===== src/rtl/stopwatch_ctrl.sv =====
// -----------------------------------------------------------------------------
// stopwatch_ctrl
//
// Front-end control stage for the stopwatch datapath. Three raw board
// pushbuttons are each synchronised, debounced and edge-detected. The press
// events then drive a run/pause/clear FSM that produces the counter's enable
// and clear controls and the display lap_hold flag.
//
// Ports:
//   clk            - 50 MHz system clock, all logic on the rising edge
//   rst            - asynchronous, active-high reset
//   btn_start_stop - raw start/stop pushbutton (asynchronous)
//   btn_clear      - raw clear pushbutton (asynchronous)
//   btn_lap        - raw lap pushbutton (asynchronous)
//   enable         - count enable, high only in RUNNING
//   clear          - counter clear level, high only in CLEARING
//   lap_hold       - display freeze request for the decoder stage
//   state          - FSM state: 00 IDLE, 01 RUNNING, 10 PAUSED, 11 CLEARING
// -----------------------------------------------------------------------------
module stopwatch_ctrl #(
  parameter int DEBOUNCE_CYCLES = 500000,
  parameter int CLEAR_CYCLES    = 100000,
  parameter bit BTN_ACTIVE_LOW  = 1'b1
) (
  input  logic       clk,
  input  logic       rst,
  input  logic       btn_start_stop,
  input  logic       btn_clear,
  input  logic       btn_lap,
  output logic       enable,
  output logic       clear,
  output logic       lap_hold,
  output logic [1:0] state
);

  localparam int DB_W  = $clog2(DEBOUNCE_CYCLES + 1);
  localparam int CLR_W = $clog2(CLEAR_CYCLES + 1);

  // The debouncer accepts the new level on the cycle the count would reach
  // DEBOUNCE_CYCLES, so it compares against one less than that.
  localparam logic [DB_W-1:0]  DB_LAST  = DB_W'(DEBOUNCE_CYCLES - 1);
  localparam logic [CLR_W-1:0] CLR_LAST = CLR_W'(CLEAR_CYCLES - 1);

  // Raw level of a button that is not being pushed.
  localparam logic RAW_RELEASED = BTN_ACTIVE_LOW;

  localparam int BTN_SS  = 0;
  localparam int BTN_CLR = 1;
  localparam int BTN_LAP = 2;

  typedef enum logic [1:0] {
    IDLE     = 2'b00,
    RUNNING  = 2'b01,
    PAUSED   = 2'b10,
    CLEARING = 2'b11
  } state_t;

  logic [2:0]      raw_btn;
  logic [2:0]      sync_a;
  logic [2:0]      sync_b;
  logic [2:0]      btn_level;
  logic [2:0]      deb_level;
  logic [2:0]      deb_prev;
  logic [2:0]      press;
  logic [DB_W-1:0] db_cnt [3];

  state_t           cur_state;
  logic [CLR_W-1:0] clear_cnt;

  assign raw_btn = {btn_lap, btn_clear, btn_start_stop};

  // Normalised levels are 1 = pressed regardless of board polarity.
  assign btn_level = sync_b ^ {3{RAW_RELEASED}};

  // One-cycle pulse on a debounced released->pressed edge; releases are silent.
  assign press = deb_level & ~deb_prev;

  assign state = cur_state;

  // Two-flop synchroniser. Reset loads the released raw level so a button
  // held through reset deassertion looks like a fresh press afterwards.
  always_ff @(posedge clk or posedge rst) begin
    if (rst) begin
      sync_a <= {3{RAW_RELEASED}};
      sync_b <= {3{RAW_RELEASED}};
    end else begin
      sync_a <= raw_btn;
      sync_b <= sync_a;
    end
  end

  // Debouncer: any cycle where the synchronised level matches the accepted
  // level wipes the count, so a glitch leaves nothing behind once it ends.
  always_ff @(posedge clk or posedge rst) begin
    if (rst) begin
      deb_level <= '0;
      deb_prev  <= '0;
      for (int i = 0; i < 3; i++) begin
        db_cnt[i] <= '0;
      end
    end else begin
      deb_prev <= deb_level;
      for (int i = 0; i < 3; i++) begin
        if (btn_level[i] != deb_level[i]) begin
          if (db_cnt[i] == DB_LAST) begin
            deb_level[i] <= btn_level[i];
            db_cnt[i]    <= '0;
          end else begin
            db_cnt[i] <= db_cnt[i] + DB_W'(1);
          end
        end else begin
          db_cnt[i] <= '0;
        end
      end
    end
  end

  // Run/pause/clear FSM. Outputs are registered alongside the state so they
  // change on the same edge. The if/else chains give start_stop priority over
  // clear, and lap only acts when no transition happens in that cycle.
  always_ff @(posedge clk or posedge rst) begin
    if (rst) begin
      cur_state <= IDLE;
      enable    <= 1'b0;
      clear     <= 1'b0;
      lap_hold  <= 1'b0;
      clear_cnt <= '0;
    end else begin
      case (cur_state)
        IDLE: begin
          if (press[BTN_SS]) begin
            cur_state <= RUNNING;
            enable    <= 1'b1;
          end else if (press[BTN_CLR]) begin
            cur_state <= CLEARING;
            clear     <= 1'b1;
            clear_cnt <= '0;
            lap_hold  <= 1'b0;
          end
        end
        RUNNING: begin
          if (press[BTN_SS]) begin
            cur_state <= PAUSED;
            enable    <= 1'b0;
          end else if (press[BTN_LAP]) begin
            lap_hold <= ~lap_hold;
          end
        end
        PAUSED: begin
          if (press[BTN_SS]) begin
            cur_state <= RUNNING;
            enable    <= 1'b1;
          end else if (press[BTN_CLR]) begin
            cur_state <= CLEARING;
            clear     <= 1'b1;
            clear_cnt <= '0;
            lap_hold  <= 1'b0;
          end else if (press[BTN_LAP]) begin
            lap_hold <= 1'b0;
          end
        end
        CLEARING: begin
          // clear was raised on entry; drop it after CLEAR_CYCLES cycles.
          if (clear_cnt == CLR_LAST) begin
            cur_state <= IDLE;
            clear     <= 1'b0;
            clear_cnt <= '0;
          end else begin
            clear_cnt <= clear_cnt + CLR_W'(1);
          end
        end
        default: begin
          cur_state <= IDLE;
          enable    <= 1'b0;
          clear     <= 1'b0;
          lap_hold  <= 1'b0;
          clear_cnt <= '0;
        end
      endcase
    end
  end

endmodule


===== config.mk =====
export PLATFORM = sky130hd
export DESIGN_NAME = stopwatch_ctrl
export DESIGN_NICKNAME = d
export VERILOG_FILES = /design/src/rtl/stopwatch_ctrl.sv
export SDC_FILE = /design/constraint.sdc
export NUM_CORES = 1
export LEC_CHECK = 0
export CAP_MARGIN = 40
export CORE_ASPECT_RATIO = 1.4
export CORE_MARGIN = 2
export CORE_UTILIZATION = 45
export DETAILED_ROUTE_END_ITERATION = 10
export SETUP_SLACK_MARGIN = 0.15
export SLEW_MARGIN = 5
export SYNTH_ARGS = -nofsm -noshare
export SYNTH_HDL_FRONTEND = slang
export SYNTH_SLANG_ARGS = --single-unit

===== constraint.sdc =====
create_clock -name clk -period 3.67 [get_ports clk]
set_input_delay 0.734 -clock clk [delete_from_list [all_inputs] [get_ports clk]]
set_output_delay 0.734 -clock clk [all_outputs]
set_load 0.05 [all_outputs]

==> results of run 1 <==
area by class of cell:
class	count	share of cell area
Inverter	17	0.0128
Multi-Input combinational cell	336	0.408
Tap cell	135	0.0333
Timing Repair Buffer	15	0.0291
Clock buffer	12	0.0467
Sequential cell	91	0.451
Clock inverter	4	0.0195
registers in the layout, summed over array words and instances, names as in the netlist:
name,flops
db_cnt,57
clear_cnt,17
deb_level,3
deb_prev,3
sync_a,3
sync_b,3
state,2
clear,1
enable,1
lap_hold,1
stage by stage:
| step | setup slack (ns) | hold slack [ns] | area [µm²] | std cells |
|---|---|---|---|---|
| final | 1.23 | 0.355 | 5070 | 610 |
| after global routing | 1.14 | 0.360 | 5070 | 610 |
| after CTS | 1.22 | 0.356 | 5070 | 610 |
| after detailed placement | 1.38 | 0.347 | 4730 | 594 |
| after global placement | 1.43 | 0.347 | 4720 | 593 |
| after floorplan | 0.582 | 0.345 | 4480 | 460 |
layer usage:
layer / track usage / routed length (µm)
met5: 0 / 0
met3: 0.0366 / 245
met1: 0.235 / 3830
met4: 0.0710 / 165
met2: 0.282 / 4330
power by group:
part / switching [mW] / total [mW] / internal [mW]
Combinational: 0.0388 / 0.0570 / 0.0182
Clock: 0.368 / 1.04 / 0.668
Sequential: 0.00984 / 1.03 / 1.02
synth_stat cells (2+ instances only):
library cell	instances	area, µm²
a21oi_1	21	105
dfstp_2	6	158
nor2b_1	3	18.8
nor4b_1	4	35.0
nor3_1	10	50.1
nand2_1	29	109
o21ai_1	5	25.0
buf_2	4	20.0
and4_1	8	70.1
a31oi_1	14	87.6
and3_1	2	12.5
or3_1	11	68.8
and2_1	5	31.3
dfrtp_1	85	2130
inv_1	17	63.8
nand4_1	13	81.3
o211ai_1	2	15.0
or4b_1	4	40.0
nor4bb_1	2	20.0
nor2_1	51	191
ha_1	4	50.1
or4_1	12	90.1
nand3_1	31	155
xor2_1	8	70.1
xnor2_1	32	280
clkbuf_1	11	41.3
o21ai_0	18	90.1
nor4_1	13	81.3
o31ai_1	11	82.6
nor3b_1	2	15.0
worst max path at each step:
stage,endpoint
after global routing,clear_cnt[12]
after floorplan,clear
after global placement,clear_cnt[14]
final,state[0]
after CTS,state[0]
after detailed placement,clear_cnt[14]
kinds of logic after synthesis:
group,share of synthesized area
muxes,0.00224
DFF,0.510
xor gates and xnor gates,0.0782
AOI/OAI and AO/OA,0.110
buffers and inverters,0.0288
and+or+nand+nor,0.259
adders and majority gates,0.0112
==> summary.md, run 1 <==
| Metric | Value |
|---|---|
| Largest net degree at the start of global routing | `40` |
| Setup crit start kind | `flop` |
| Drt via density | `around 5.7` |
| CP Cell Sequence | `clkdlybuf4s50_1` |
| Worst setup EP type | `primary output` |
| Global-route wire length before repair | `about 15 mm` |
| HPWL after detailed placement | `5.92 mm` |
| Antenna-violating nets left | `0` |
| Setup Skew | `0.00729 ns` |
| Seq/Total Area, Yosys | `0.510` |
| Postcts setup bufs | `0` |
| Multi-input gate area | `2060 µm²` |
| CP max FO | `10` |
| Setup CP Type | `reg -> out` |
| Core ar. | `about 9800 µm²` |
| Share of cells above drive strength 1 | `0.0695` |
| Max-slew headroom | `0.476` |
| Register area | `roughly 2300 µm²` |
| Hold Vio Cnt, Final | `0` |
| Routability Congestion | `0.844` |
| DRT iter0 DRCs | `212` |
| Syn Nets | `469` |
| Slew Limit Fails | `0` |
| WP depth | `1` |
| Sum of buffers and inverters on the critical path | `1` |
| Worst Hold Path EP | `sync_b[2]` |
| R2r startpoint | `clear_cnt[0]` |
| Vias in the first global route | `~3.3k` |
| Overall power | `2.12 mW` |
| RSZ-0062 raised after global routing | `false` |
| Total Nets Final | `479` |
| Synth Flop Type | `dfrtp_1` |
| HP Class | `reg -> reg` |
| Hold path depth | `0` |
| WL final | `8.57 mm` |
| Worst path slowest cell | `clkdlybuf4s50_1` |
| IO Port Bufs | `9` |
| Initial core utilization | `0.457` |
| Fmax | `between 400 and 500 MHz` |
| Max VDD drop | `254 µV` |
| CTS HTree Levels | `3` |
| Sink Count | `91` |
| Clk pin slew, worst setup/hold paths | `0.06 ns` |
| CP delay by family, top | `buffers and inverters` |
| Min Tclk post-route | `2.44 ns` |
| I/O Pins | `10` |
| Leak | `1.94 nW` |
| Initial antenna violation count | `0` |
| Total CTS buffers | `9` |
| Worst Setup SP | `state[0]` |
| Hold-fix buffers, CTS | `0` |
| Commonest cells after routing, fill and taps aside | `dfrtp_1, nor2_1, xnor2_1` |
| Clock Path Buffers | `2` |
| WL per Instance | `between 10 and 15 µm` |
| Least-Margin Pin Slew | `between 0.7 and 0.8 ns` |
| Root Buffer | `clkbuf_16` |
| Die width | `88.3 µm` |
| Gate Count Post-Synth | `460` |
| Most common cell after layout, fill and taps aside | `dfrtp_1` |
| GR Util All Layers | `0.177` |
| Hold Path Origin | `sync_a[2]` |
| FILL cells | `901` |
| DRT Pass-1 Iters | `5` |
| DR vias | `approximately 3.5k` |
| Pwr/cell area | `about 420 nW/µm²` |
| Setup violators final | `0` |
| CP max stage delay | `approximately 0.87 ns` |
| Die height | `between 100 and 150 µm` |
| Status | `completed` |
| Area delta synth->final | `13.1%` |
| Worst path arrival time | `1.71 ns` |
| DRC Markers | `0` |
| Post-Syn Area | `4480 µm²` |
| EDFF count, synth | `0` |
| Antenna diodes | `0` |
| Gr ovfl total | `0` |
| Syn Area/Cell | `9.73 µm²` |
| Rows | `43` |
| FF-to-FF End | `clear_cnt[12]` |
| Finished Core Util | `0.517` |
| Final TNS setup | `0 ns` |
| R2R depth | `5` |
| Max cap viols | `0` |
| Fraction of registers with async set/reset | `1.00` |
| Netlist cell types | `52` |
| R2r setup slk | `1.35 ns` |
| CTS tree | `done` |
| Worst EP required | `2.94 ns` |
| Worst-skew pair later-pin latency | `0.33 ns` |
| Die footprint | `10,800 µm²` |
| Tcrit/Tclk final | `0.665` |
| Post-CTS Resized | `0` |
| Yosys warnings | `0` |
| Synthesized flop and latch total | `91` |
(Power assumes the default switching activity.)
==> run 2, diff against run 1 <==
==> constraint.sdc (replaced) <==
create_clock -name clk -period 2.42 [get_ports clk]
set_input_delay 0.484 -clock clk [delete_from_list [all_inputs] [get_ports clk]]
set_output_delay 0.484 -clock clk [all_outputs]
set_load 0.05 [all_outputs]
==> run 2 against run 1 <==
Net effect: critical path depth is the same; via count shrank 1.1%; clock-buffer cell count down 2; cell count is 0.49% higher; cell area up 1.1%; hold slack improved by 0.0027 ns; largest cell class unchanged.
==> summary.md, run 2 (synthesized netlist as in run 1, its figures left out) <==
| Metric | Value |
|---|---|
| Total CTS buffers | `9 (unchanged)` |
| Drt via density | `5.57 (-1.6%)` |
| Reg power frac | `0.464 (-0.020)` |
| Rows | `43 (unchanged)` |
| Commonest cells after routing, fill and taps aside | `dfrtp_1, nor2_1, xnor2_1` |
| Final TNS setup | `0 ns (unchanged)` |
| Root Buffer | `clkbuf_16` |
| WL final | `8.92 mm (+4.0%)` |
| Clock group share of total power | `0.510 (+0.021)` |
| Clock Path Buffers | `2 (unchanged)` |
| Sum of buffers and inverters on the critical path | `1 (unchanged)` |
| Die width | `88.3 µm (unchanged)` |
| Worst path slowest cell | `clkdlybuf4s50_1` |
| Clk pin slew, worst setup/hold paths | `0.06 ns (about the same)` |
| Die height | `122 µm (unchanged)` |
| GR Util All Layers | `0.186 (+0.00896)` |
| Hold-fix buffers, CTS | `0 (unchanged)` |
| Max VDD drop | `370 µV (+46%)` |
| CP Cell Sequence | `clkdlybuf4s50_1` |
| Worst setup slack after layout | `0.227 ns (-1.00 ns)` |
| WL per Instance | `14.5 µm (+3.5%)` |
| Die footprint | `10,800 µm² (unchanged)` |
| Slew Limit Fails | `0 (unchanged)` |
| Most common cell after layout, fill and taps aside | `dfrtp_1` |
| Post-route cell area | `5120 µm² (+1.1%)` |
| Leak | `1.96 nW (+1.3%)` |
| Vias in the first global route | `3,313 (+0.12%)` |
| Setup CP Type | `reg -> out` |
| Switching fraction of total power | `0.200 (+0.00316)` |
| Initial core utilization | `0.457 (unchanged)` |
| Power Internal | `2.69 mW (+58%)` |
| Global-route wire length before repair | `15.6 mm (+3.1%)` |
| Multi-input gate area | `2060 µm² (unchanged)` |
| Max cap viols | `0 (unchanged)` |
| Worst EP required | `1.94 ns (-1.00 ns)` |
| CP max stage delay | `0.86 ns (about the same)` |
| CTS tree | `done` |
| DRT Pass-1 Iters | `4 (-1)` |
| Setup crit start kind | `flop` |
| CTS HTree Levels | `3 (unchanged)` |
| Logic pwr share | `0.026 (about the same)` |
| Fmax | `456 MHz` |
| DRT iter0 DRCs | `239 (+13%)` |
| Gr ovfl total | `0 (unchanged)` |
| IO Port Bufs | `9 (unchanged)` |
| Routability Congestion | `0.849 (+0.55%)` |
| Setup Skew | `0.00842 ns (+0.00113 ns)` |
| Post-CTS Resized | `0 (unchanged)` |
| Max-slew headroom | `0.638 (+0.162)` |
| Hold Vio Cnt, Final | `0 (unchanged)` |
| Setup violators final | `0 (unchanged)` |
| Core ar. | `9790 µm² (unchanged)` |
| Area delta synth->final | `14.4%` |
| Most flops, register | `db_cnt` |
| Finished Core Util | `0.523 (+0.00575)` |
| HP Class | `reg -> reg` |
| CP max FO | `10 (unchanged)` |
| Placed Area | `4760 µm² (+0.53%)` |
| I/O Pins | `10 (unchanged)` |
| DRC Markers | `0 (unchanged)` |
| Initial antenna violation count | `0 (unchanged)` |
| Antenna diodes | `0 (unchanged)` |
| Least-Margin Pin Slew | `0.543 ns (-0.241 ns)` |
| Final Non-Filler Cells | `613 (+0.49%)` |
| Worst-skew pair later-pin latency | `0.35 ns (+0.02 ns)` |
| RSZ-0062 raised after global routing | `false` |
| Total Nets Final | `482 (+0.63%)` |
| Worst setup EP type | `primary output` |
| Postcts setup bufs | `0 (unchanged)` |
| Tcrit/Tclk final | `0.906` |
| FILL cells | `904 (+0.33%)` |
| Min Tclk post-route | `2.19 ns` |
| Share of cells above drive strength 1 | `0.0795 (+0.0100)` |
| Register area | `2280 µm² (unchanged)` |
| Max reg flops | `57 (unchanged)` |
| Overall power | `3.36 mW (+58%)` |
| Largest net degree at the start of global routing | `65 (+63%)` |
| Place WS | `0.466 ns (-0.912 ns)` |
| HPWL after detailed placement | `6.04 mm (+2.1%)` |
| Top flop regs | `db_cnt x57, clear_cnt x17` |
| Pwr/cell area | `656 nW/µm² (+57%)` |
| CP delay by family, top | `buffers and inverters` |
| Antenna-violating nets left | `0 (unchanged)` |
| NetSw | `0.671 mW (+61%)` |
| R2r setup slk | `0.44 ns (-0.91 ns)` |
| DR vias | `3,415 (-1.1%)` |
| Status | `completed` |
| Sink Count | `91 (unchanged)` |
| # placed instances | `597 (+0.51%)` |
| Fin Hold WS | `0.358 ns (+0.00268 ns)` |
| Worst path arrival time | `1.71 ns (about the same)` |
-- run 2: changes by cell type in the layout (fill, tap and decap cells not counted) --
cell	previous run	this run
clkinv_2	1	0
clkinv_4	1	2
buf_4	5	8
clkbuf_1	3	1
bufinv_16	3	4
clkinvlp_4	0	1
-- run 2: per-layer routing --
metal  vias to the layer above  wire [µm]  GRT usage
met5                         -          0          0
met4                         0        248     0.0994
met3                        16        204     0.0298
met2                        42       4350      0.297
met1                      1641       4120      0.240
li1                       1716          -          -
-- run 2: cell type report --
| type | count | share of cell area |
|---|---|---|
| well taps | 135 | 0.0330 |
| clock inverters | 6 | 0.0269 |
| repair buffers | 18 | 0.0332 |
| inverters | 17 | 0.0132 |
| multi-input cells | 336 | 0.403 |
| clock buffers | 10 | 0.0447 |
| flip-flops and latches | 91 | 0.446 |
-- run 2: power groups by stage --
stage | sequential, mW | clock [mW] | combinational [mW]
finish | 1.56 | 1.71 | 0.0879
global route | 1.56 | 1.81 | 0.107
CTS | 1.56 | 1.75 | 0.0923
detailed placement | 1.59 | 0 | 0.0920
global placement | 1.59 | 0 | 0.0894
floorplan | 1.58 | 0 | 0.0586
-- run 2: path summary, 6_finish.rpt --
kind,startpoint,depth (start not counted),end
setup / recovery,state[0],1,state[0]
hold / removal,sync_a[2],0,sync_b[2]
setup reg to reg,db_cnt[24],4,db_cnt[36]
hold reg to reg,sync_a[2],0,sync_b[2]
max in group asynchronous,rst,3,sync_b[2]
min in group asynchronous,rst,2,db_cnt[24]
==> run 3, diff against run 2 <==
--- a/config.mk
+++ b/config.mk
@@ -10,6 +10,7 @@
 export CORE_MARGIN = 2
 export CORE_UTILIZATION = 45
 export DETAILED_ROUTE_END_ITERATION = 10
+export HOLD_SLACK_MARGIN = 0.12
 export SETUP_SLACK_MARGIN = 0.15
 export SLEW_MARGIN = 5
 export SYNTH_ARGS = -nofsm -noshare
==> constraint.sdc (replaced) <==
create_clock -name clk -period 2.6 [get_ports clk]
set_input_delay 0.52 -clock clk [delete_from_list [all_inputs] [get_ports clk]]
set_output_delay 0.52 -clock clk [all_outputs]
set_load 0.05 [all_outputs]
==> run 3 against run 2 <==
Net effect: sequential power decreased by 7%; non-clock buffer count decreased by 1; cell count decreased by 0.16%; critical path depth unchanged; via count increased by 0.64%; highest routed layer unchanged; hold slack got worse by 0.0047 ns; critical endpoint unchanged; routed wire length decreased by 0.87%; clock power decreased by 17%; combinational power decreased by 8.2%; total power decreased by 12%; sequential share of layout area increased by 0.40 points.
==> summary.md, run 3 (synthesized netlist as in run 1, its figures left out) <==
| Metric | Value |
|---|---|
| Max reg flops | `57 (unchanged)` |
| Min Tclk post-route | `2.24 ns` |
| Rows | `43 (unchanged)` |
| Clock group share of total power | `0.482 (-0.028)` |
| DRT iter0 DRCs | `214 (-10%)` |
| Worst Setup SP | `state[0]` |
| CP max FO | `10 (unchanged)` |
| Max-slew headroom | `0.656 (+0.0182)` |
| Clock Path Buffers | `2 (unchanged)` |
| Hold-fix buffers, CTS | `0 (unchanged)` |
| WL final | `8.84 mm (-0.87%)` |
| Drt via density | `5.62 (+0.81%)` |
| Reg power frac | `0.491 (+0.027)` |
| Worst-skew pair later-pin latency | `0.34 ns (about the same)` |
| Antenna-violating nets left | `0 (unchanged)` |
| Setup crit start kind | `flop` |
| Final TNS setup | `0 ns (unchanged)` |
| Total CTS buffers | `9 (unchanged)` |
| # placed instances | `596 (-0.17%)` |
| WP depth | `1 (unchanged)` |
| Clk pin slew, worst setup/hold paths | `0.06 ns (about the same)` |
| R2r startpoint | `clear_cnt[12]` |
| Worst EP required | `2.08 ns (+0.14 ns)` |
| Largest net degree at the start of global routing | `92 (+42%)` |
| Sink Count | `91 (unchanged)` |
| Initial core utilization | `0.457 (unchanged)` |
| Max cap viols | `0 (unchanged)` |
| Hold Vio Cnt, Final | `0 (unchanged)` |
| Worst setup endpoint | `state[0]` |
| FILL cells | `920 (+1.8%)` |
| Post-CTS Resized | `0 (unchanged)` |
| Commonest cells after routing, fill and taps aside | `dfrtp_1, nor2_1, xnor2_1` |
| Routability Congestion | `0.829 (-2.3%)` |
| Core ar. | `9790 µm² (unchanged)` |
| Worst path slowest cell | `clkdlybuf4s50_1` |
| IO Port Bufs | `9 (unchanged)` |
| Pwr/cell area | `582 nW/µm² (-11%)` |
| CTS HTree Levels | `3 (unchanged)` |
| Most flops, register | `db_cnt` |
| Postcts setup bufs | `0 (unchanged)` |
| Fmax | `446 MHz` |
| Area delta synth->final | `13.4%` |
| DR vias | `3,437 (+0.64%)` |
| Logic pwr share | `0.027 (about the same)` |
| Setup CP Type | `reg -> out` |
| R2r setup slk | `0.52 ns (+0.08 ns)` |
| HPWL after detailed placement | `5.93 mm (-1.9%)` |
| FF-to-FF End | `clear_cnt[16]` |
| Antenna diodes | `0 (unchanged)` |
| NetSw | `0.600 mW (-11%)` |
| Global-route wire length before repair | `15.9 mm (+1.9%)` |
| CTS tree | `done` |
| Share of cells above drive strength 1 | `0.0776 (-0.00193)` |
| Worst path arrival time | `1.72 ns (about the same)` |
| Gr ovfl total | `0 (unchanged)` |
| Initial antenna violation count | `0 (unchanged)` |
| Top flop regs | `db_cnt x57, clear_cnt x17` |
| RSZ-0062 raised after global routing | `false` |
| GR Util All Layers | `0.187 (+0.000581)` |
| Status | `completed` |
| Die footprint | `10,800 µm² (unchanged)` |
| Max VDD drop | `373 µV (+0.82%)` |
| Switching fraction of total power | `0.203 (+0.00325)` |
| Leak | `1.94 nW (-1.1%)` |
| Setup violators final | `0 (unchanged)` |
| I/O Pins | `10 (unchanged)` |
| Sum of buffers and inverters on the critical path | `1 (unchanged)` |
| Root Buffer | `clkbuf_16` |
| CP Cell Sequence | `clkdlybuf4s50_1` |
| CP max stage delay | `0.87 ns (about the same)` |
| DRT Pass-1 Iters | `4 (unchanged)` |
| Die height | `122 µm (unchanged)` |
| Setup Skew | `0.00430 ns (-0.00412 ns)` |
| Die width | `88.3 µm (unchanged)` |
| Worst setup EP type | `primary output` |
| R2R depth | `5 (+1)` |
| CP delay by family, top | `buffers and inverters` |
| Final Non-Filler Cells | `612 (-0.16%)` |
| WL per Instance | `14.4 µm (-0.71%)` |
| Overall power | `2.96 mW (-12%)` |
| Slew Limit Fails | `0 (unchanged)` |
| Power Internal | `2.36 mW (-12%)` |
| Vias in the first global route | `3,448 (+4.1%)` |
| Total Nets Final | `481 (-0.21%)` |
| Most common cell after layout, fill and taps aside | `dfrtp_1` |
| Tcrit/Tclk final | `0.863` |
| HP Class | `reg -> reg` |
| DRC Markers | `0 (unchanged)` |
| Least-Margin Pin Slew | `0.514 ns (-0.0290 ns)` |
run 3: cell count changes in the layout (fill, tap and decap cells not counted), sizes merged:
cell / before / now
buf: 9 / 8
bufinv: 4 / 2
clkinv: 2 / 1
clkinvlp: 1 / 2
clkbuf: 10 / 12
run 3: final cells by class:
class	count	area, µm²	area share
Clock inverter	4	72.6	0.0143
Tap cell	135	169	0.0333
Inverter	17	67.6	0.0133
Sequential cell	91	2280	0.450
Timing Repair Buffer	17	163	0.0320
Multi-Input combinational cell	336	2060	0.407
Clock buffer	12	256	0.0505
run 3: worst min path at each step:
| stage | endpoint | slack, ns | start | cells after the start |
|---|---|---|---|---|
| floorplan | sync_b[0] | 0.35 | sync_a[0] | 0 |
| global placement | sync_b[0] | 0.35 | sync_a[0] | 0 |
| detailed placement | sync_b[1] | 0.35 | sync_a[1] | 0 |
| CTS | sync_b[1] | 0.35 | sync_a[1] | 0 |
| global route | sync_b[1] | 0.35 | sync_a[1] | 0 |
| finish | sync_b[1] | 0.35 | sync_a[1] | 0 |
run 3: power groups by stage:
stage / Sequential, mW / Clock [mW] / Combinational [mW]
after floorplan: 1.47 / 0 / 0.0545
after global placement: 1.48 / 0 / 0.0833
after detailed placement: 1.48 / 0 / 0.0855
after CTS: 1.45 / 1.47 / 0.0854
after global routing: 1.45 / 1.53 / 0.0964
final: 1.45 / 1.42 / 0.0807
run 3: layer usage:
| metal | part of all wire | routed length (µm) | GRT usage | vias up |
|---|---|---|---|---|
| li1 | - | - | - | 1696 |
| met1 | 0.46 | 4060 | 0.241 | 1674 |
| met2 | 0.49 | 4310 | 0.299 | 50 |
| met3 | 0.026 | 233 | 0.0393 | 17 |
| met4 | 0.026 | 232 | 0.0843 | 0 |
| met5 | 0 | 0 | 0 | - |
run 3: stage by stage:
step / utilization / worst slack, ns / hold slack, ns / instance area, µm²
4_1_cts: 0.519 / 0.340 / 0.348 / 5080
5_1_grt: 0.519 / 0.266 / 0.351 / 5080
6_report: 0.519 / 0.356 / 0.353 / 5080
3_3_place_gp: 0.485 / 0.630 / 0.347 / 4750
3_5_place_dp: 0.485 / 0.586 / 0.347 / 4750
2_1_floorplan: - / 0.630 / 0.345 / 4480
